==> config.mk <==
export PLATFORM = sky130hd
export DESIGN_NAME = eth_log_merger
export DESIGN_NICKNAME = d
export VERILOG_FILES = /design/src/rtl/eth_log_merger.sv
export SDC_FILE = /design/constraint.sdc
export NUM_CORES = 1
export LEC_CHECK = 0
export ABC_CLOCK_PERIOD_IN_PS = 2500
export BUFFER_PORTS_ARGS = -buffer_cell sky130_fd_sc_hd__buf_2
export CAP_MARGIN = 20
export CORE_MARGIN = 8
export CORE_UTILIZATION = 45
export CTS_CLUSTER_DIAMETER = 100
export DETAILED_ROUTE_END_ITERATION = 10
export HOLD_SLACK_MARGIN = 0.05
export PLACE_DENSITY = 0.89
export SKIP_CTS_REPAIR_TIMING = 1
export SLEW_MARGIN = 20
export SYNTH_ARGS = -nofsm -noshare
export SYNTH_HDL_FRONTEND = slang
export SYNTH_SLANG_ARGS = --single-unit
==> constraint.sdc <==
create_clock -name clk -period 2.5 [get_ports clk]
set_input_delay 0.25 -clock clk [delete_from_list [all_inputs] [get_ports clk]]
set_output_delay 0.25 -clock clk [all_outputs]
set_load 0.01 [all_outputs]
==> src/rtl/eth_log_merger.sv <==
// Purpose: packet-atomic round-robin merge of log A / log B into one tagged AXI4-Stream.
// Latency: one cycle from input accept to m_axis_tvalid, plus one arbitration bubble per packet.
// Backpressure: only the granted source sees tready, and only while the output register can take a beat.
//
// Ports: clk, rst_n (async active-low), enable (gates new grants only),
//   s_axis_a_* / s_axis_b_* (log sources), m_axis_* (merged stream, tdest 0 = A, 1 = B),
//   overlong (one-cycle pulse when a packet is cut at C_MAX_BEATS).
// Optional: define ETH_LOG_MERGER_STATS_EN to add stats_clear, packets_a, packets_b, truncated_count.
module eth_log_merger #(
  parameter int C_AXIS_WIDTH = 64,
  parameter int C_MAX_BEATS  = 16
) (
  input  logic                    clk,
  input  logic                    rst_n,
  input  logic                    enable,
  input  logic [C_AXIS_WIDTH-1:0] s_axis_a_tdata,
  input  logic                    s_axis_a_tlast,
  input  logic                    s_axis_a_tvalid,
  output logic                    s_axis_a_tready,
  input  logic [C_AXIS_WIDTH-1:0] s_axis_b_tdata,
  input  logic                    s_axis_b_tlast,
  input  logic                    s_axis_b_tvalid,
  output logic                    s_axis_b_tready,
  output logic [C_AXIS_WIDTH-1:0] m_axis_tdata,
  output logic                    m_axis_tdest,
  output logic                    m_axis_tlast,
  output logic                    m_axis_tvalid,
  input  logic                    m_axis_tready,
`ifdef ETH_LOG_MERGER_STATS_EN
  input  logic                    stats_clear,
  output logic [31:0]             packets_a,
  output logic [31:0]             packets_b,
  output logic [15:0]             truncated_count,
`endif
  output logic                    overlong
);

  localparam int CNT_W = $clog2(C_MAX_BEATS + 1);

  typedef enum logic [2:0] {
    IDLE,
    FWD_A,
    FWD_B,
    DRAIN_A,
    DRAIN_B
  } state_t;

  state_t             state, state_nxt;
  logic               last_grant, last_grant_nxt;   // 0 = A, 1 = B
  logic [CNT_W-1:0]   beat_cnt, beat_cnt_nxt;

  logic                    sel_b;
  logic                    fwd;
  logic                    out_free;
  logic                    sel_vld;
  logic                    sel_last;
  logic [C_AXIS_WIDTH-1:0] sel_dat;
  logic                    acc;
  logic                    at_limit;
  logic                    trunc;
  logic                    pkt_end;

  // Source mux: DRAIN_x still handshakes with source x, it just never writes the output.
  always_comb begin
    sel_b    = (state == FWD_B) || (state == DRAIN_B);
    fwd      = (state == FWD_A) || (state == FWD_B);
    out_free = !m_axis_tvalid || m_axis_tready;

    s_axis_a_tready = out_free && ((state == FWD_A) || (state == DRAIN_A));
    s_axis_b_tready = out_free && ((state == FWD_B) || (state == DRAIN_B));

    sel_vld  = sel_b ? s_axis_b_tvalid : s_axis_a_tvalid;
    sel_last = sel_b ? s_axis_b_tlast  : s_axis_a_tlast;
    sel_dat  = sel_b ? s_axis_b_tdata  : s_axis_a_tdata;
    acc      = sel_vld && (sel_b ? s_axis_b_tready : s_axis_a_tready);

    // beat_cnt holds beats already accepted, so this accept is beat number C_MAX_BEATS.
    at_limit = (beat_cnt == CNT_W'(C_MAX_BEATS - 1));
    trunc    = fwd && acc && !sel_last && at_limit;
    pkt_end  = acc && sel_last;
  end

  always_comb begin
    state_nxt      = state;
    last_grant_nxt = last_grant;
    beat_cnt_nxt   = beat_cnt;
    case (state)
      IDLE: begin
        if (enable && (s_axis_a_tvalid || s_axis_b_tvalid)) begin
          if (s_axis_a_tvalid && s_axis_b_tvalid) begin
            state_nxt = last_grant ? FWD_A : FWD_B;
          end else begin
            state_nxt = s_axis_a_tvalid ? FWD_A : FWD_B;
          end
        end
      end
      FWD_A, FWD_B: begin
        if (acc) begin
          if (sel_last) begin
            state_nxt      = IDLE;
            last_grant_nxt = sel_b;
            beat_cnt_nxt   = '0;
          end else begin
            beat_cnt_nxt = beat_cnt + CNT_W'(1);
            if (at_limit) begin
              state_nxt = sel_b ? DRAIN_B : DRAIN_A;
            end
          end
        end
      end
      DRAIN_A, DRAIN_B: begin
        if (pkt_end) begin
          state_nxt      = IDLE;
          last_grant_nxt = sel_b;
          beat_cnt_nxt   = '0;
        end
      end
      default: state_nxt = IDLE;
    endcase
  end

  // last_grant resets to B so that A wins the first tie.
  always_ff @(posedge clk or negedge rst_n) begin
    if (!rst_n) begin
      state      <= IDLE;
      last_grant <= 1'b1;
      beat_cnt   <= '0;
    end else begin
      state      <= state_nxt;
      last_grant <= last_grant_nxt;
      beat_cnt   <= beat_cnt_nxt;
    end
  end

  // Single output stage; fields only change on a load so they stay stable under stall.
  always_ff @(posedge clk or negedge rst_n) begin
    if (!rst_n) begin
      m_axis_tdata  <= '0;
      m_axis_tdest  <= 1'b0;
      m_axis_tlast  <= 1'b0;
      m_axis_tvalid <= 1'b0;
      overlong      <= 1'b0;
    end else begin
      overlong <= trunc;
      if (fwd && acc) begin
        m_axis_tdata  <= sel_dat;
        m_axis_tdest  <= sel_b;
        m_axis_tlast  <= sel_last || at_limit;
        m_axis_tvalid <= 1'b1;
      end else if (m_axis_tready) begin
        m_axis_tvalid <= 1'b0;
      end
    end
  end

`ifdef ETH_LOG_MERGER_STATS_EN
  // Packet counts follow the input tlast, so truncated packets count once when their tail drains.
  always_ff @(posedge clk or negedge rst_n) begin
    if (!rst_n) begin
      packets_a       <= '0;
      packets_b       <= '0;
      truncated_count <= '0;
    end else if (stats_clear) begin
      packets_a       <= '0;
      packets_b       <= '0;
      truncated_count <= '0;
    end else begin
      if (pkt_end && !sel_b && (packets_a != '1)) begin
        packets_a <= packets_a + 32'd1;
      end
      if (pkt_end && sel_b && (packets_b != '1)) begin
        packets_b <= packets_b + 32'd1;
      end
      if (trunc && (truncated_count != '1)) begin
        truncated_count <= truncated_count + 16'd1;
      end
    end
  end
`endif

endmodule
### After elaboration in Yosys (flattened, before gate mapping)

Cells that the tools add are included.
W data, S select, Z words.

| word-level totals | value |
|---|---|
| output and inout bits | 70 |
| bits in registers | 77 |

| cells by class | value |
|---|---|
| mux-type cells | 24 |
| $add $sub $neg | 1 |
| reduce and logical (&&, ||, !) cells | 25 |
| equal/unequal tests | 10 |

Operator list:

| kind | number |
|---|---|
| $mux W64 | 1 |
| $mux W3 | 6 |
| $mux W5 | 3 |
| $pmux W5 S2 | 1 |
| $logic_and A1 B1 Y1 | 9 |
| $pmux W3 S3 | 1 |
| $mux W1 | 8 |
| $ne A2 B2 Y1 const B | 4 |
| $reduce_and A4 Y1 | 2 |
| $eq A3 B2 Y1 const B | 2 |
| $logic_or A1 B1 Y1 | 6 |
| $mux W2 | 3 |
| $add A5 B1 Y5 const B | 1 |
| $eq A5 B4 Y1 const B | 1 |
| $reduce_bool A2 Y1 | 2 |
| $reduce_or A2 Y1 | 2 |
| $eq A3 B1 Y1 const B | 1 |
| $eq A3 B3 Y1 const B | 1 |
| $logic_not A3 Y1 | 1 |
| $ne A3 B3 Y1 const B | 1 |
| $reduce_and A3 Y1 | 1 |
| $logic_not A1 Y1 | 2 |
| $pmux W1 S2 | 1 |

### Longest topological paths before layout

| depth | value |
|---|---|
| word-level depth | 8 |
| depth in mapped cells | 8 |
| mapped depth without buffers | 8 |

### Worst setup path before layout

OpenSTA, ideal clock, no wires.

| path | value |
|---|---|
| path type | register to register |
| start | register beat_cnt[0] |
| end | register state[1] |
| setup time | 0.077 ns |
| cell stages (with the launch flop) | 9 |
| arrival | 1.832 ns |
| path buffers | 0 |
| path slack | 0.591 ns |
| cells stage by stage | dfrtp_1 -> ha_1 -> and3_1 -> ha_1 -> nand2b_1 -> a32oi_1 -> o221ai_1 -> or4_1 -> a21oi_1 |

| between the ends | value |
|---|---|
| cells in the longest elaborated chain, start to end | 3 |

Ends and longest elaborated chain:

| what | line | RTL |
|---|---|---|
| start: declaration | 50 | `logic [CNT_W-1:0] beat_cnt, beat_cnt_nxt;` |
| start signal: assignment | 131 | `beat_cnt <= beat_cnt_nxt;` |
| $eq A5 B4 Y1 | 78 | `at_limit = (beat_cnt == CNT_W'(C_MAX_BEATS - 1));` |
| $ne A3 B3 Y1 (no line) | n/a |  |
| $reduce_and A4 Y1 (no line) | n/a |  |
| end signal: assignment | 129 | `state <= state_nxt;` |
| end: declaration | 48 | `state_t state, state_nxt;` |

No other way between the ends.
A chain may end at the register's enable or synchronous reset.

### Worst setup path in the final report

Ends and elaborated chain as after synthesis.

==> results by group <==
Outcome
  – Outcome: finished, final reports clean

Synthesis
  – Number of distinct library cells after synthesis: 42
  – Syn nets: 510
  – Ys Warns: 0
  – Seq/Total Area, Yosys: 51.0%
  – Synthesized cell area: 0.00378 mm^2
  – Seq cells post-synth: 77
  – Post-synthesis instance total: 372
  – Post-Syn Area per Cell: 10.2 um^2

Routing
  – Via count: 3440
  – DRC Markers: 0
  – Wire per inst: 16.0 um
  – Final wirelength: 10.9 mm
  – Post-DRT Antenna Nets: 0
  – Vias per cell: 5.08
  – DR iter-0 viols: 100
  – Pre-antenna DRT Iters: 4

Clocking
  – CTS max path bufs: 2
  – CTS tree: yes
  – Sink Count: 77
  – Clk slew on worst S/H paths: 0.08 ns
  – Total CTS buffers: 9
  – Clk_lat worst skew: 0.33 ns
  – CTS root buf: clkbuf_8
  – Clock H-tree levels: 3

Layout
  – Sequential cell area: 0.00193 mm^2
  – Share of cells above drive strength 1: 40.9%
  – P&R area growth vs syn: 34.8%
  – Commonest non-fill, non-tap cells in the layout: 204 x buf_2, 76 x dfrtp_1, 69 x nor2_1, 68 x a21oi_1, 64 x mux2i_1
  – Nets@finish: 705
  – Most common cell after layout, fill and taps aside: buf_2
  – ANT cells: 0
  – Finished Layout Cells: 677
  – Fill cell count: 695
  – Multi-input logic area: 0.00170 mm^2

Critical path
  – Arrival @ worst endpoint: 2.54 ns
  – Worst Setup Start Kind: flip-flop
  – Critical Path Fanout Max: 5
  – R2R Setup Slk: 0.22 ns
  – FF-to-FF path depth: 8
  – WP data required: 2.76 ns
  – Critical Path Sink Type: flip-flop
  – Reg-to-Reg End: state[1]
  – R2r startpoint: beat_cnt[0]
  – Setup Crit Path Kind: reg -> reg

Timing
  – Slew HR: 37.6%
  – Least-Margin Pin Slew: 0.936 ns
  – Fin. Hold Viols: 0
  – Crit share post-route: 91.2%
  – Slew Viols, Final: 0
  – Worst hold slack: 0.0356 ns
  – Final WS setup: 0.220 ns
  – Max Freq: 439 MHz
  – Unrepaired setup endpoints after global routing: no
  – Skew final: 0.0123 ns
  – Final setup vio count: 0
  – Post-layout min period: 2.28 ns
  – TNS Setup: 0 ns

Global routing
  – Number of global-route vias before repair: 3555
  – Largest net degree at the start of global routing: 78
  – Initial antenna violation count: 0
  – First-pass GRT wire length: 16.7 mm
  – GR Overflow Total: 0
  – Overall Global Routing Usage: 17.9%

Placement
  – Port Buffers: 205
  – Placer Congestion: 0.888
  – Placed cells: 661
  – Post-Place Setup Slack: 0.293 ns
  – Final HPWL DP: 8.58 mm

Die
  – Die width: 108 um
  – Starting Density: 46.3%
  – Full die area: 0.0116 mm^2
  – I/O pin total: 206
  – DIE HEIGHT: 108 um
  – Num rows: 33
  – Core area: 0.00818 mm^2

Min path
  – Worst min-delay path class: in -> async

Power
  – Max VDD drop: 0.662 mV
  – PD cells: 1350 mW/mm^2
  – Static Leak: 2.54 nW

Job
  – Max-Cap Viols: 0
[worst max-delay path by stage]
stage | from | to | slack (ns)
floorplan | beat_cnt[0] | state[1] | 0.59
global placement | state[1] | beat_cnt[2] | 0.49
global route | beat_cnt[0] | state[1] | 0.07
finish | beat_cnt[0] | state[1] | 0.22
CTS | beat_cnt[0] | state[1] | 0.25
detailed placement | beat_cnt[0] | state[1] | 0.29
[synth_stat cells, drive strengths merged]
library cell	number	area (um^2)
dfrtp	76	1900
nor2	69	259
a21oi	68	340
mux2i	64	641
buf	24	131
o21ai	10	50.1
inv	6	22.5
nand2b	6	37.5
nand2	5	18.8
o31ai	4	30.0
and2b	2	15.0
and3	2	12.5
and3b	2	17.5
clkbuf	2	7.51
ha	2	25.0
nand3	2	10.0
nor2b	2	12.5
nor3	2	10.0
o22a	2	17.5
o2bb2ai	2	17.5
a31oi	1	6.26
a32oi	1	8.76
a41oi	1	8.76
and2	1	6.26
dfstp	1	26.3
mux2	1	11.3
nand4	1	6.26
nor3b	1	12.5
nor4bb	1	10.0
o2111ai	1	8.76
o211ai	1	7.51
o21a	1	7.51
o21bai	1	7.51
o221ai	1	8.76
o311ai	1	8.76
o31a	1	17.5
or3b	1	11.3
or4	1	7.51
or4b	1	13.8
xor2	1	8.76
[worst max-delay path, stage by stage (launching register included)]
cell      delay, ns
dfrtp_1        0.40
ha_1           0.21
and3_1         0.17
ha_1           0.24
nand2b_1       0.10
a32oi_1        0.24
o221ai_1       0.25
or4_1          0.44
a21oi_1        0.16
[flip-flops by register name, indices dropped and copies added (netlist names)]
register and count:
m_axis_tlast 1, m_axis_tvalid 1, m_axis_tdest 1, beat_cnt 5
m_axis_tdata 64, last_grant 1, overlong 1, state 3
[cell families after synthesis]
| logic type | after synthesis | synth area share (%) |
|---|---|---|
| flip-flops | 77 | 51.0 |
| buffers and inverters | 32 | 4.27 |
| multiplexers | 65 | 17.2 |
| adder cells (fa/ha/maj) | 2 | 0.662 |
| AO/OA/AOI/OAI | 96 | 14.4 |
| AND/OR/NAND/NOR | 99 | 12.2 |
| XOR/XNOR | 1 | 0.232 |
[power by group]
group	internal, mW	switching (mW)
Clock	0.485	0.450
Combinational	1.69	2.08
Sequential	1.84	0.350
Total	4.01	2.88
[layout make-up]
class / count / area share (%)
Tap cell: 105 / 2.58
Multi-Input combinational cell: 263 / 33.3
Clock inverter: 6 / 1.23
Inverter: 6 / 0.442
Clock buffer: 10 / 2.70
Timing Repair Buffer: 210 / 21.9
Sequential cell: 77 / 37.8
[layer usage]
layer	up-vias	wire length (um)	GRT usage, %
met5	-	0	0
met4	0	144	6.34
met3	12	1110	6.95
met2	144	5630	31.9
met1	1588	3960	18.7
li1	1696	-	-
[stage by stage]
stage / instance area [um^2] / power, mW / utilization, %
final: 5100 / 6.88 / 62.4
after global routing: 5100 / 7.43 / 62.4
after CTS: 5100 / 6.97 / 62.4
after detailed placement: 4900 / 6.03 / 59.9
after global placement: 4900 / 5.82 / 59.9
after floorplan: 3780 / 4.78 / -
(Power assumes the default switching activity.)
